## src/rtl/rv_isa_defs.sv

```systemverilog
// RV32I encoding constants and the symbolic-request-to-instruction-word encoder.
// The ALU control codes match the ones the core's ALU decoder produces.
package rv_isa_defs;

  localparam logic [6:0] OP_LOAD   = 7'b0000011;
  localparam logic [6:0] OP_STORE  = 7'b0100011;
  localparam logic [6:0] OP_BRANCH = 7'b1100011;
  localparam logic [6:0] OP_R      = 7'b0110011;
  localparam logic [6:0] OP_I      = 7'b0010011;

  localparam logic [2:0] F3_ADD_SUB = 3'b000;
  localparam logic [2:0] F3_SLT     = 3'b010;
  localparam logic [2:0] F3_OR      = 3'b110;
  localparam logic [2:0] F3_AND     = 3'b111;
  localparam logic [2:0] F3_LW_SW   = 3'b010;
  localparam logic [2:0] F3_BEQ     = 3'b000;

  localparam logic [6:0] F7_SUB = 7'b0100000;

  localparam logic [2:0] ALU_ADD = 3'b000;
  localparam logic [2:0] ALU_SUB = 3'b001;
  localparam logic [2:0] ALU_AND = 3'b010;
  localparam logic [2:0] ALU_OR  = 3'b011;
  localparam logic [2:0] ALU_SLT = 3'b101;

  typedef enum logic [1:0] {
    CLS_MEM    = 2'b00,
    CLS_BRANCH = 2'b01,
    CLS_R      = 2'b10,
    CLS_I      = 2'b11
  } instr_class_e;

  typedef struct packed {
    instr_class_e cls;
    logic [2:0]   alu;
    logic         store;
    logic [4:0]   rd;
    logic [4:0]   rs1;
    logic [4:0]   rs2;
    logic [11:0]  imm;
  } enc_req_t;

  typedef struct packed {
    logic [31:0] word;
    logic        illegal;
  } enc_rsp_t;

  function automatic enc_rsp_t encode(enc_req_t r);
    enc_rsp_t   e;
    logic [2:0] f3;
    logic       alu_bad;
    e.word  = '0;
    e.illegal = 1'b0;
    f3      = F3_ADD_SUB;
    alu_bad = 1'b0;
    case (r.alu)
      ALU_ADD, ALU_SUB: f3 = F3_ADD_SUB;
      ALU_AND:          f3 = F3_AND;
      ALU_OR:           f3 = F3_OR;
      ALU_SLT:          f3 = F3_SLT;
      default:          alu_bad = 1'b1;
    endcase
    case (r.cls)
      CLS_MEM: begin
        if (r.store) e.word = {r.imm[11:5], r.rs2, r.rs1, F3_LW_SW, r.imm[4:0], OP_STORE};
        else         e.word = {r.imm, r.rs1, F3_LW_SW, r.rd, OP_LOAD};
      end
      // imm holds branch offset bits [12:1]: imm[11]=off[12], imm[10]=off[11]
      CLS_BRANCH: e.word = {r.imm[11], r.imm[9:4], r.rs2, r.rs1, F3_BEQ,
                            r.imm[3:0], r.imm[10], OP_BRANCH};
      CLS_R: begin
        e.word    = {(r.alu == ALU_SUB) ? F7_SUB : 7'b0, r.rs2, r.rs1, f3, r.rd, OP_R};
        e.illegal = alu_bad;
      end
      CLS_I: begin
        e.word    = {r.imm, r.rs1, f3, r.rd, OP_I};
        e.illegal = alu_bad | (r.alu == ALU_SUB);
      end
      default: e.word = '0;
    endcase
    return e;
  endfunction

endpackage

```

## src/rtl/instr_fifo.sv

```systemverilog
// Synchronous DEPTH x 32 FIFO; full/empty come from an extra wrap bit on each pointer.
module instr_fifo #(
  parameter int DEPTH = 4
) (
  input  logic        clk_i,
  input  logic        rst_i,
  input  logic        push_i,
  input  logic [31:0] data_i,
  input  logic        pop_i,
  output logic        full_o,
  output logic        empty_o,
  output logic [31:0] data_o
);
  localparam int PW = $clog2(DEPTH);

  logic [31:0] mem_q [DEPTH];
  logic [PW:0] wptr_q, wptr_d, rptr_q, rptr_d;
  logic        do_push, do_pop;

  assign full_o  = (wptr_q[PW] != rptr_q[PW]) && (wptr_q[PW-1:0] == rptr_q[PW-1:0]);
  assign empty_o = (wptr_q == rptr_q);
  assign do_push = push_i & ~full_o;
  assign do_pop  = pop_i & ~empty_o;
  assign data_o  = mem_q[rptr_q[PW-1:0]];

  always_comb begin
    wptr_d = wptr_q;
    rptr_d = rptr_q;
    if (do_push) wptr_d = wptr_q + (PW+1)'(1);
    if (do_pop)  rptr_d = rptr_q + (PW+1)'(1);
  end

  always_ff @(posedge clk_i) begin
    if (rst_i) begin
      wptr_q <= '0;
      rptr_q <= '0;
    end else begin
      wptr_q <= wptr_d;
      rptr_q <= rptr_d;
    end
  end

  always_ff @(posedge clk_i) begin
    if (do_push) mem_q[wptr_q[PW-1:0]] <= data_i;
  end

endmodule

```

## src/rtl/rv_instr_encoder.sv

```systemverilog
// Encodes symbolic instruction requests into RV32I words, queues them, and streams
// them into instruction memory at consecutive word addresses.
module rv_instr_encoder
  import rv_isa_defs::*;
#(
  parameter int            DEPTH     = 4,
  parameter int            AW        = 10,
  parameter logic [AW-1:0] BASE_ADDR = '0
) (
  input  logic          i_clk,
  input  logic          i_rst,
  input  logic          i_clear,
  input  logic          i_valid,
  output logic          o_ready,
  input  logic [1:0]    i_class,
  input  logic [2:0]    i_alu_ctrl,
  input  logic          i_store,
  input  logic [4:0]    i_rd,
  input  logic [4:0]    i_rs1,
  input  logic [4:0]    i_rs2,
  input  logic [11:0]   i_imm,
  output logic          o_wr_valid,
  input  logic          i_mem_ready,
  output logic [AW-1:0] o_wr_addr,
  output logic [31:0]   o_wr_data,
  output logic [AW-2:0] o_count,
  output logic          o_err
);
  enc_req_t      req;
  enc_rsp_t      rsp;
  logic          flush, accept, push, pop, full, empty;
  logic [31:0]   head;
  logic [AW-1:0] addr_q, addr_d;
  logic [AW-2:0] count_q, count_d;
  logic          err_q, err_d;

  assign flush = i_rst | i_clear;

  assign req = '{cls: instr_class_e'(i_class), alu: i_alu_ctrl, store: i_store,
                 rd: i_rd, rs1: i_rs1, rs2: i_rs2, imm: i_imm};
  assign rsp = encode(req);

  // Illegal requests still complete the handshake; they just never reach the FIFO.
  assign accept = i_valid & o_ready;
  assign push   = accept & ~rsp.illegal;
  assign pop    = o_wr_valid & i_mem_ready;

  instr_fifo #(.DEPTH(DEPTH)) u_fifo (
    .clk_i   (i_clk),
    .rst_i   (flush),
    .push_i  (push),
    .data_i  (rsp.word),
    .pop_i   (pop),
    .full_o  (full),
    .empty_o (empty),
    .data_o  (head)
  );

  assign o_ready    = ~full;
  assign o_wr_valid = ~empty;
  assign o_wr_data  = empty ? 32'h0 : head;
  assign o_wr_addr  = addr_q;
  assign o_count    = count_q;
  assign o_err      = err_q;

  always_comb begin
    addr_d  = addr_q;
    count_d = count_q;
    err_d   = err_q | (accept & rsp.illegal);
    if (pop) begin
      addr_d  = addr_q + AW'(4);
      count_d = count_q + (AW-1)'(1);
    end
  end

  always_ff @(posedge i_clk) begin
    if (flush) begin
      addr_q  <= BASE_ADDR;
      count_q <= '0;
      err_q   <= 1'b0;
    end else begin
      addr_q  <= addr_d;
      count_q <= count_d;
      err_q   <= err_d;
    end
  end

endmodule

```

## config.mk

```make
export PLATFORM = sky130hd
export DESIGN_NAME = rv_instr_encoder
export DESIGN_NICKNAME = d
export VERILOG_FILES = /design/src/rtl/rv_isa_defs.sv /design/src/rtl/instr_fifo.sv /design/src/rtl/rv_instr_encoder.sv
export SDC_FILE = /design/constraint.sdc
export NUM_CORES = 1
export LEC_CHECK = 0
export ABC_AREA = 0
export CAP_MARGIN = 0
export CORE_MARGIN = 5
export CORE_UTILIZATION = 40
export DETAILED_ROUTE_END_ITERATION = 7
export PLACE_DENSITY = 0.64
export SLEW_MARGIN = 20
export SYNTH_ARGS = -nofsm -noshare
export SYNTH_HDL_FRONTEND = slang
export SYNTH_HIERARCHICAL = 1
export SYNTH_SLANG_ARGS = --single-unit
```

## constraint.sdc

```tcl
create_clock -name i_clk -period 5.77 [get_ports i_clk]
set_input_delay 1.4425 -clock i_clk [delete_from_list [all_inputs] [get_ports i_clk]]
set_output_delay 1.4425 -clock i_clk [all_outputs]
set_load 0.005 [all_outputs]
```

==> results of run 1 <==
state kept, by name, summed over array words and instances, names as in the netlist, named ones only:
| register | flops |
|---|---|
| u_fifo/wptr_q | 3 |
| o_wr_addr | 8 |
| u_fifo/rptr_q | 3 |
| o_err | 1 |
| o_count | 9 |
| u_fifo/mem_q | 128 |
synthesized netlist by cell type, types with 4 or more instances:
master	instances
and3_1	8
xnor2_1	6
xor2_1	4
buf_2	6
o211ai_1	5
a22o_1	6
nand2_1	16
nor2_1	9
mux4_2	32
clkbuf_1	8
edfxtp_1	128
nand3_1	8
o21ai_0	15
buf_1	4
dfxtp_1	26
a221o_1	5
inv_1	14
nor3b_1	4
ha_1	12
mux2i_1	8
a31oi_1	4
nor2b_1	36
or3_1	9
nand4_1	4
or4_1	4
a221oi_1	4
a21oi_1	18
layout by cell type, fill, tap and decap left out, types with 3 or more instances in the layout:
master / instances
a21oi_1: 18
a221o_1: 5
a221oi_1: 4
a22o_1: 6
a31oi_1: 3
and2_1: 3
and3_1: 8
buf_4: 6
clkbuf_16: 17
clkdlybuf4s50_1: 89
clkinv_1: 4
conb_1: 18
dfxtp_1: 25
edfxtp_1: 128
ha_1: 12
inv_1: 14
inv_6: 4
mux2i_1: 8
mux4_2: 32
nand2_1: 16
nand3_1: 8
nand3b_1: 3
nand4_1: 4
nor2_1: 8
nor2b_1: 36
nor3b_1: 4
o211ai_1: 5
o21ai_0: 15
o31ai_1: 3
or2_2: 3
or3_1: 9
or4_1: 4
xnor2_1: 6
xor2_1: 4
cell families (layout without fill, tap and decap cells):
logic type	count (synthesis)	count (layout)	synth area share [%]
adder cells (fa/ha/maj)	12	12	2.24
XOR/XNOR	10	10	1.31
multiplexers	41	41	12.1
flip-flops	154	154	65.1
buffers and inverters	39	142	2.75
AND/OR/NAND/NOR	112	112	9.66
AO/OA/AOI/OAI	67	67	6.67
other	2	18	0.112
critical path: cells and delay by family (launching register included):
family / cells / cell delay (ns)
xor+xnor: 1 / 0.65
flops: 1 / 0.39
buf+inv: 1 / 0.49
simple gates: 3 / 1.26
final timing paths:
path                            cells past startpoint             to  slack (ns)
worst min register to register                      2          o_err        0.46
worst max register to register                      8           flop        2.25
worst min-delay path                                2          o_err        0.46
worst max-delay path                                5  o_wr_data[31]        1.08
through the flow:
step                hold slack, ns  cells  util, %
finish                       0.457    776     51.1
global route                 0.491    776     51.1
CTS                          0.462    776     51.1
detailed placement           0.447    744     47.6
global placement             0.439    744     47.6
floorplan                    0.449    453        -
report_power, final:
part | internal (mW) | leakage [nW] | switching, mW
Combinational | 0.0975 | 1.09 | 0.0994
Sequential | 1.25 | 1.39 | 0.00871
Clock | 0.637 | 0.274 | 0.434
final cells by class:
cell class / count / area, um^2
clock buffer: 18 / 429
clock inverter: 14 / 144
fill: 1366 / 8090
inverter: 15 / 56.3
multi-input combinational: 260 / 2230
sequential: 154 / 4370
tap: 220 / 275
timing repair buffer: 95 / 936
layer usage:
layer | vias up | GRT usage, % | share of wire, % | routed length [um]
li1 | 1889 | - | - | -
met1 | 2027 | 17.8 | 41 | 5860
met2 | 91 | 25.7 | 52 | 7470
met3 | 21 | 3.36 | 4.6 | 668
met4 | 0 | 6.80 | 2.6 | 378
met5 | - | 0 | 0 | 0
==> reports/metrics.yaml, run 1 <==
crit_path_cell_trace: "xnor2_1 > nand2_1 > nor2_4 > nor2b_1 > clkdlybuf4s50_1"
die_area_um2: 19400
overflow: 0
synth_ff_type: "edfxtp_1"
fin_ws_ns: 1.08
cts_tree: "built"
critPathLaunchType: "flop"
hpwl_mm: 9.57
ys_ff_latch: 154
cts_made_buffers: 17
ys_seq_area_share_pct: 65.1
ctsHoldBuffers: 0
viasPerCell: 5.19
antenna_found_initial: 0
drt_iter0_drc: 211
end_kind: "output pin"
slowest_stage: "nor2_4"
core_region_area_um2: 16500
grt.total_usage_pct: 14.9
netlist.area_leader.share_pct: 57.4
rsz0062_at_grt: "false"
drtPass1Iterations: 5
clock_latency_ns: 0.42
num-nets-final: 593
total_power_mw: 2.52
worstHoldStart: "o_err"
clock_skew_ns: 0.0119
die_height_um: 139
syn_area_per_cell_um2: 15.3
start_util_pct: 40.5
drv_cap: 0
n_antenna_cell: 0
hold_path.class: "flop to flop"
clk_path_buf_depth: 2
setup_viol: 0
place_area_um2: 7870
post-place-ws_ns: 1.42
status: "completed"
fmax_ghz: 0.213
hold_viol: 0
async_flop_share_pct: 0
slew_headroom_pct: 41.1
fin_setup_tns_ns: 0
synthToLayoutAreaGrowth_pct: 26.0
cts_resized: 0
wl_per_cell_um: 18.5
tightest_slew_ns: 0.881
ant_nets: 0
synth_area_um2: 6700
cp_data_arrival_time_ns: 3.25
yosysWarnings: 6
synth-edff-count: 128
critPathMaxStageDelay_ns: 0.77
wl_mm: 14.4
startpoint: "u_fifo/wptr_q[0]"
crit_path_max_fanout: 38
io_buffers: 89
dr_total_vias: 4028
synth_top_area_cell: "edfxtp_1"
grt_pass1_vias: 4214
min_period_ns: 4.69
final_area_um2: 8440
final-max-slew-violation-count: 0
r2r-start: "u_fifo/wptr_q[0]"
synthCells: 437
place_congestion: 0.907
leakage_nw: 2.76
clk_transition_reported_paths_ns: 0.06
ys_top_cells_by_area: "edfxtp_1 57%, mux4_2 11%, dfxtp_1 7.8%, nor2b_1 3.4%, ha_1 2.2%"
cts.sinks: 154
drc_errors: 0
htree_levels: 4
period_share_pct: 81.3
drive_above_1_share_pct: 13.3
clock-root-buffer: "clkbuf_16"
crit_type: "flop to output pin"
row_count: 47
p_per_area_nw_per_um2: 299
die_x_um: 139
required_ns: 4.33
ir_worst_vdd_mv: 0.209
pin_count: 92
synthDistinctLibCells: 47
grt_max_degree: 39
postCtsSetupRepairBufs: 0
grt_first_pass_wirelength_mm: 22.5
(Power assumes the default switching activity.)
==> inputs of run 2 (changes only) <==
- PLACE_DENSITY: 0.64 -> 0.67
- clock period: 5.77 -> 4.2 ns (I/O delays scaled with it)
==> reports/metrics.yaml, run 2 (synthesized netlist as in run 1, its figures left out) <==
status: "completed"  # unchanged
final_area_um2: 8560  # was 8440 um^2
io_buffers: 89  # unchanged
num-nets-final: 599  # was 593
min_path_cells: 2  # unchanged
pin_count: 92  # unchanged
die_x_um: 139  # unchanged
drive_above_1_share_pct: 15.1  # was 13.3%
largest_reg_flops: 128  # unchanged
drt_iter0_drc: 261  # was 211
clk_transition_reported_paths_ns: 0.06  # about the same
crit_path_max_fanout: 30  # was 38
placed_cells_incl_taps: 750  # was 744
ctsHoldBuffers: 0  # unchanged
final_cells: 782  # was 776
worstHoldStart: "o_err"  # unchanged
slew_headroom_pct: 47.5  # was 41.1%
cts_resized: 0  # unchanged
layout_commonest_cell: "edfxtp_1"  # unchanged
crit_path_cell_trace: "xnor2_1 > nand2_1 > nor2_4 > buf_12 > nor2b_1 > clkdlybuf4s50_1"  # was xnor2_1 > nand2_1 > nor2_4 > nor2b_1 > clkdlybuf4s50_1
drv_cap: 0  # unchanged
final-max-slew-violation-count: 0  # unchanged
viasPerCell: 5.15  # was 5.19
grt_pass1_vias: 4160  # was 4214
tightest_slew_ns: 0.786  # was 0.881 ns
crit_buf_inv: 2  # was 1
end_kind: "output pin"  # unchanged
htree_levels: 4  # unchanged
antenna_found_initial: 0  # unchanged
num-fill-cells: 1362  # was 1366
cts_tree: "built"  # unchanged
clock-root-buffer: "clkbuf_16"  # unchanged
fin_setup_tns_ns: 0  # unchanged
overflow: 0  # unchanged
r2r.worst_path.cells: 8  # unchanged
critPathLaunchType: "flop"  # unchanged
grt_max_degree: 33  # was 39
r2r-start: "u_fifo/rptr_q[0]"  # was u_fifo/wptr_q[0]
hpwl_mm: 9.64  # was 9.57 mm
min_to: "o_err"  # unchanged
leakage_nw: 2.82  # was 2.76 nW
clk_path_buf_depth: 2  # unchanged
clock_latency_ns: 0.42  # about the same
drc_errors: 0  # unchanged
wl_per_cell_um: 18.5  # about the same
cts_made_buffers: 17  # unchanged
die_area_um2: 19400  # unchanged
rrSetupSlack_ns: 1.29  # was 2.25 ns
synthToLayoutAreaGrowth_pct: 27.8  # was 26.0%
slowest_stage: "xnor2_1"  # was nor2_4
crit_type: "flop to output pin"  # unchanged
postCtsSetupRepairBufs: 0  # unchanged
ant_nets: 0  # unchanged
final_cell_mix: "128 x edfxtp_1, 89 x clkdlybuf4s50_1, 36 x nor2b_1"  # unchanged
n_antenna_cell: 0  # unchanged
register_area_um2: 4370  # unchanged
wl_mm: 14.5  # was 14.4 mm
place_congestion: 0.864  # was 0.907
core_region_area_um2: 16500  # unchanged
ir_worst_vdd_mv: 0.282  # was 0.209 mV
cp_top_family: "simple AND/OR/NAND/NOR gates"  # unchanged
cp_data_arrival_time_ns: 2.86  # was 3.25 ns
min_period_ns: 3.91
period_share_pct: 93.0
critPathMaxStageDelay_ns: 0.66  # was 0.77 ns
p_per_area_nw_per_um2: 406  # was 299 nW/um^2
rsz0062_at_grt: "false"  # unchanged
total_power_mw: 3.48  # was 2.52 mW
place_area_um2: 7990  # was 7870 um^2
hold_path.class: "flop to flop"  # unchanged
cts.sinks: 154  # unchanged
dr_total_vias: 4028  # unchanged
multiInputGateArea_um2: 2240  # was 2230 um^2
fmax_ghz: 0.256
start_util_pct: 40.5  # unchanged
clock_skew_ns: 0.00674  # was 0.0119 ns
hold_viol: 0  # unchanged
die_height_um: 139  # unchanged
drtPass1Iterations: 4  # was 5
row_count: 47  # unchanged
required_ns: 3.15  # was 4.33 ns
grt_first_pass_wirelength_mm: 22.8  # was 22.5 mm
grt.total_usage_pct: 15.4  # was 14.9%
setup_viol: 0  # unchanged
-- run 2: final cells by class --
type                       count  share of cell area, %
multi-input combinational    260                   26.1
inverter                      15                  0.657
tap                          220                   3.21
timing repair buffer         101                   12.3
sequential                   154                   51.0
clock inverter                15                   1.74
clock buffer                  17                   4.97
-- run 2: worst register-to-register path: cells and delay by family (launching register included) --
kind	cells	cell delay (ns)
simple gates	4	1.15
xor+xnor	1	0.66
flops	1	0.37
compound gates	2	0.33
buf+inv	1	0.26
-- run 2: how the worst max path moves through the flow --
stage / depth (start not counted) / startpoint / endpoint / slack, ns
finish: 6 / u_fifo/rptr_q[0] / o_wr_data[31] / 0.29
global route: 6 / u_fifo/rptr_q[0] / o_wr_data[31] / 0.05
CTS: 6 / u_fifo/rptr_q[0] / o_wr_data[31] / 0.28
detailed placement: 10 / i_class[0] / u_fifo/mem_q[2][6] / 0.61
global placement: 10 / i_class[0] / u_fifo/mem_q[2][6] / 0.66
floorplan: 7 / i_class[0] / u_fifo/mem_q[3][0] / 0.08
-- run 2: per-layer routing --
metal	vias up	share of wire, %	global-route usage [%]
met5	-	0	0
met1	2027	41	18.8
met4	0	1.7	5.25
met2	80	53	26.4
li1	1906	-	-
met3	15	4.6	4.01
-- run 2: per-stage QoR --
stage	worst slack (ns)	util, %	hold WS, ns
3_3_place_gp	0.656	48.4	0.457
5_1_grt	0.0539	51.8	0.503
6_report	0.292	51.8	0.473
3_5_place_dp	0.613	48.4	0.459
2_1_floorplan	0.0846	-	0.449
4_1_cts	0.282	51.8	0.476
-- run 2: report_power, final --
| group | switching [mW] | internal (mW) | total, mW | leakage [nW] |
|---|---|---|---|---|
| logic | 0.138 | 0.143 | 0.281 | 1.15 |
| registers | 0.0116 | 1.71 | 1.72 | 1.39 |
| clock network | 0.604 | 0.874 | 1.48 | 0.280 |
| total | 0.753 | 2.73 | 3.48 | 2.82 |
==> inputs of run 3 (changes only) <==
- ABC_AREA: 0 -> 1
- CORE_UTILIZATION: 40 -> 49
- PLACE_DENSITY: 0.67 -> 0.79
- SYNTH_HIERARCHICAL: 1 -> default
==> reports/metrics.yaml, run 3 <==
slew_headroom_pct: 57.6  # was 47.5%
netlist.area_leader.share_pct: 53.3  # was 57.4%
die_area_um2: 15200  # was 19400 um^2
clock-root-buffer: "clkbuf_16"  # unchanged
min_path_cells: 2  # unchanged
yosysWarnings: 0  # was 6
clock_latency_ns: 0.41  # was 0.42 ns
p_per_area_nw_per_um2: 439  # was 406 nW/um^2
synth_top_area_cell: "edfxtp_1"  # unchanged
overflow: 0  # unchanged
rsz0062_at_grt: "false"  # unchanged
total_power_mw: 3.49  # was 3.48 mW
yosys.cell_count.top_type: "nor2_1"  # was edfxtp_1
min_to: "o_err"  # unchanged
start_util_pct: 50.0  # was 40.5%
largest_reg_flops: 112  # was 128
top_layer: "met4"  # unchanged
ys_top_cells_by_count: "122 x nor2_1, 112 x edfxtp_1, 104 x nand2_1"  # was 128 x edfxtp_1, 36 x nor2b_1, 32 x mux4_2
rrSetupSlack_ns: 2.15  # was 1.29 ns
postCtsSetupRepairBufs: 0  # unchanged
clock_skew_ns: 0.00605  # was 0.00674 ns
dr_total_vias: 4844  # was 4028
grt_max_degree: 57  # was 33
crit_path_max_fanout: 18  # was 30
num-fill-cells: 990  # was 1362
drtPass1Iterations: 5  # was 4
synthCells: 631  # was 437
ys_ff_latch: 138  # was 154
ant_nets: 0  # unchanged
htree_levels: 4  # unchanged
setup_viol: 0  # unchanged
leakage_nw: 3.15  # was 2.82 nW
crit_type: "flop to output pin"  # unchanged
fin_setup_tns_ns: 0  # unchanged
synth-edff-count: 112  # was 128
num-nets-final: 767  # was 599
io_buffers: 87  # was 89
wl_per_cell_um: 16.4  # was 18.5 um
regToRegEndpoint: "u_fifo.mem_q[0][25]"
min_period_ns: 3.51  # was 3.91 ns
ys_top_cells_by_area: "edfxtp_1 53%, dfxtp_1 8.3%, nor2_1 7.3%, nand2_1 6.2%, inv_1 4.8%"  # was edfxtp_1 57%, mux4_2 11%, dfxtp_1 7.8%, nor2b_1 3.4%, ha_1 2.2%
place_congestion: 0.948  # was 0.864
hold_path.class: "flop to flop"  # unchanged
die_x_um: 123  # was 139 um
critPathLaunchType: "flop"  # unchanged
synth_area_um2: 6300  # was 6700 um^2
clk_transition_reported_paths_ns: 0.06  # about the same
tightest_slew_ns: 0.634  # was 0.786 ns
die_height_um: 123  # was 139 um
drt_iter0_drc: 516  # was 261
fmax_ghz: 0.285  # was 0.256 GHz
wl_met3_um: 866  # was 674 um
cts_made_buffers: 17  # unchanged
final-max-slew-violation-count: 0  # unchanged
syn_area_per_cell_um2: 9.99  # was 15.3 um^2
grt_pass1_vias: 4973  # was 4160
clk_path_buf_depth: 2  # unchanged
n_antenna_cell: 0  # unchanged
row_count: 41  # was 47
drive_above_1_share_pct: 6.44  # was 15.1%
worstHoldStart: "o_err"  # unchanged
synthDistinctLibCells: 30  # was 47
cts.sinks: 138  # was 154
wl_mm: 14.8  # was 14.5 mm
grt_first_pass_wirelength_mm: 24.3  # was 22.8 mm
ir_worst_vdd_mv: 0.264  # was 0.282 mV
drc_errors: 0  # unchanged
end_kind: "output pin"  # unchanged
pin_count: 92  # unchanged
r2r.worst_path.cells: 7  # was 8
ctsHoldBuffers: 0  # unchanged
final_cell_mix: "118 x nor2_1, 112 x edfxtp_1, 104 x nand2_1"  # was 128 x edfxtp_1, 89 x clkdlybuf4s50_1, 36 x nor2b_1
grt.total_usage_pct: 20.8  # was 15.4%
r2r-start: "u_fifo.wptr_q[0]"  # was u_fifo/rptr_q[0]
register_area_um2: 3880  # was 4370 um^2
hold_viol: 0  # unchanged
multiInputGateArea_um2: 1940  # was 2240 um^2
period_share_pct: 83.6  # was 93.0%
status: "completed"  # unchanged
layout_commonest_cell: "nor2_1"  # was edfxtp_1
cp_data_arrival_time_ns: 2.46  # was 2.86 ns
required_ns: 3.15  # about the same
cts_tree: "built"  # unchanged
async_flop_share_pct: 0  # unchanged
synthToLayoutAreaGrowth_pct: 25.9  # was 27.8%
viasPerCell: 5.37  # was 5.15
cts_resized: 0  # unchanged
ys_seq_area_share_pct: 61.6  # was 65.1%
drv_cap: 0  # unchanged
dr_wl_met2_mm: 7.73  # was 7.63 mm
hpwl_mm: 9.34  # was 9.64 mm
synth_ff_type: "edfxtp_1"  # unchanged
antenna_found_initial: 0  # unchanged
core_region_area_um2: 12600  # was 16500 um^2
wl_met1_mm: 5.96  # was 5.95 mm
-- run 3: kinds of logic after synthesis --
kind of cell,count (synthesis),share of synthesized area (%)
adders and majority gates,12,2.38
xor gates and xnor gates,11,1.53
other,1,0.0595
AOI/OAI and AO/OA,106,11.0
and+or+nand+nor,247,15.4
DFF,138,61.6
buffers and inverters,116,8.02
-- run 3: metrics by stage --
| stage | worst slack [ns] | area (um^2) | hold slack (ns) | util, % | std cells |
|---|---|---|---|---|---|
| after floorplan | 0.807 | 6320 | 0.463 | - | 634 |
| after global placement | 0.785 | 7290 | 0.473 | 57.8 | 870 |
| after detailed placement | 0.639 | 7290 | 0.473 | 57.8 | 870 |
| after CTS | 0.681 | 7940 | 0.502 | 62.9 | 902 |
| after global routing | 0.486 | 7940 | 0.517 | 62.9 | 902 |
| final | 0.689 | 7940 | 0.495 | 62.9 | 902 |
-- run 3: worst max-delay path by stage --
stage                           startpoint                   to  depth (start not counted)
after floorplan                 i_class[0]  u_fifo.mem_q[0][10]                          7
after global routing                  flop        o_wr_data[28]                          7
after CTS                 u_fifo.wptr_q[0]        o_wr_data[11]                          8
after detailed placement        i_class[0]  u_fifo.mem_q[0][16]                          9
after global placement          i_class[0]  u_fifo.mem_q[0][16]                          9
final                     u_fifo.wptr_q[0]        o_wr_data[11]                          8
-- run 3: report_power, final --
part	internal, mW	switching [mW]
combinational	0.141	0.188
sequential	1.53	0.0129
clock	1.06	0.557
total	2.73	0.758
-- run 3: final cells by class --
type,count,share of cell area (%)
multi-input cells,380,24.4
well taps,172,2.71
clock buffers,18,5.41
inverters,84,3.97
repair buffers,96,11.8
flip-flops and latches,138,48.9
clock inverters,14,2.74
-- run 3: per-layer routing --
| metal | track usage, % | vias up |
|---|---|---|
| met4 | 6.30 | 0 |
| met1 | 25.0 | 2324 |
| li1 | - | 2300 |
| met2 | 36.6 | 193 |
| met5 | 0 | - |
| met3 | 5.40 | 27 |
-- run 3: worst max-delay path: stages, from the launching register on --
cell	delay (ns)
dfxtp_1	0.43
inv_1	0.12
nand2_1	0.07
nand2_1	0.07
nand3_2	0.30
buf_4	0.34
nand2_1	0.12
inv_1	0.08
clkdlybuf4s50_1	0.49
==> patch, RTL diff (flow settings as in run 3) <==
`DEPTH` is set to 4 in 2 places; all go to 8.
--- a/src/rtl/instr_fifo.sv
+++ b/src/rtl/instr_fifo.sv
@@ -1,6 +1,6 @@
 // Synchronous DEPTH x 32 FIFO; full/empty come from an extra wrap bit on each pointer.
 module instr_fifo #(
-  parameter int DEPTH = 4
+  parameter int DEPTH = 8
 ) (
   input  logic        clk_i,
   input  logic        rst_i,
--- a/src/rtl/rv_instr_encoder.sv
+++ b/src/rtl/rv_instr_encoder.sv
@@ -3,7 +3,7 @@
 module rv_instr_encoder
   import rv_isa_defs::*;
 #(
-  parameter int            DEPTH     = 4,
+  parameter int            DEPTH     = 8,
   parameter int            AW        = 10,
   parameter logic [AW-1:0] BASE_ADDR = '0
 ) (
Formal check against the unedited RTL: not equivalent (Yosys sat finds a counterexample within 10 cycles, from zero or initial values).
==> patch against run 3 <==
- cell area increased by 61%
- first-iteration DRC count increased by 50%
- sequential cell count increased by 115
- worst setup slack got worse by 300 ps
- critical endpoint is now o_wr_data[22]
- combinational power increased by 11%
- power increased by 50%
- wire length increased by 72%
- synthesized area increased by 72%
==> patch: results (changes against run 3) <==
* Status: finished, final reports clean (unchanged)
* Synth top cells by count: edfxtp_1 (224), nor2_1 (192), o21ai_0 (131) (was nor2_1 (122), edfxtp_1 (112), nand2_1 (104))
* Hpwl dp at 15430 µm (was 9344 µm)
* First-pass GRT wire length at 39750 µm (was 24290 µm)
* Global-route usage over all layers at 20.27% (was 20.75%)
* RR Endpoint: u_fifo.mem_q[6][13] (was u_fifo.mem_q[0][25])
* FF-to-FF setup slack at 1780 ps (was 2150 ps)
* Max FFs per register at 224 (was 112)
* Met3 wire length at 2132 µm (was 866 µm)
* Fill count at 1703 (was 990)
* RD Place Congestion at 0.8910 (was 0.9478)
* Clock skew at 8.735 ps (was 6.048 ps)
* Highest cell delay on the worst timing path at 560 ps (was 490 ps)
* Worst Path Max Fanout at 32 (was 18)
* Starting DRC count in detailed routing at 772 (was 516)
* Pleak at 4.394 nW (was 3.145 nW)
* Area contributors post-synth: edfxtp_1 (62%), nor2_1 (6.7%), o21ai_0 (6.1%), dfxtp_1 (5.4%), mux2i_1 (2.6%) (was edfxtp_1 (53%), dfxtp_1 (8.3%), nor2_1 (7.3%), nand2_1 (6.2%), inv_1 (4.8%))
* Share of the yosys chip area belonging to registers at 67.44% (was 61.60%)
* Crit path to: o_wr_data[22] (was o_wr_data[11])
* H-tree depth at 1 (was 4)
* Worst-Skew Late Latency at 530 ps (was 410 ps)
* Final net count at 1077 (was 767)
* Largest net degree at the start of global routing at 70 (was 57)
* Metal2 WL at 12500 µm (was 7732 µm)
* Drt wl/cell at 19.22 µm (was 16.41 µm)
* Grt met1 use at 26.14% (was 24.95%)
* Worst Tran Pin Value at 820.5 ps (was 633.9 ps)
* CTS Buffer Depth at 3 (was 2)
* Met3 Track Usage GR at 4.023% (was 5.398%)
* Via/cell ratio at 5.726 (was 5.370)
* Post-synth EDFFs at 224 (was 112)
* Layout cells sized above 1 at 7.553% (was 6.438%)
* Initial antenna violation count at 1 (was 0)
* Maximum vdd drop at 0.0002489 V (was 0.0002639 V)
==> patch: tightest hold or removal path, cell delays in order, from the launching register on <==
cell,delay (ps)
dfxtp_1,320
inv_1,50
a21oi_1,50
==> patch: kinds of logic (layout without fill, tap and decap cells) <==
| logic type | count (synthesis) | after routing | share of synthesized area [%] |
|---|---|---|---|
| fa+ha+maj | 9 | 9 | 1.039 |
| other cells | 1 | 4 | 0.03461 |
| simple gates | 302 | 302 | 11.40 |
| flops | 253 | 253 | 67.44 |
| buf+inv | 111 | 209 | 4.931 |
| mux | 28 | 28 | 2.587 |
| xor+xnor | 14 | 14 | 1.201 |
| compound gates | 227 | 227 | 11.36 |
==> patch: final cells by class <==
cell class / instances / area, µm² / share of cell area (%)
clock buffer: 32 / 681.9 / 5.333
clock inverter: 11 / 72.57 / 0.5676
inverter: 54 / 202.7 / 1.585
multi-input combinational: 584 / 3033 / 23.72
sequential: 253 / 7312 / 57.19
tap: 280 / 350.3 / 2.740
timing repair buffer: 112 / 1134 / 8.866
==> patch: stage by stage <==
stage / hold WS (ps) / utilization, % / cells / setup WS, ps / power, mW
floorplan: 446.6 / - / 948 / 653.6 / 3.053
global placement: 465.8 / 55.13 / 1283 / 512.6 / 3.211
detailed placement: 471.1 / 55.13 / 1283 / 427.2 / 3.223
CTS: 483.2 / 58.59 / 1326 / 422.9 / 5.246
global route: 510.2 / 58.59 / 1326 / 239.6 / 5.386
finish: 472.6 / 58.59 / 1326 / 384.6 / 5.235
==> patch: power breakdown <==
part / total (mW) / switching [mW] / internal [mW]
clock: 2.06 / 0.913 / 1.15
sequential: 2.81 / 0.0116 / 2.80
combinational: 0.364 / 0.228 / 0.136
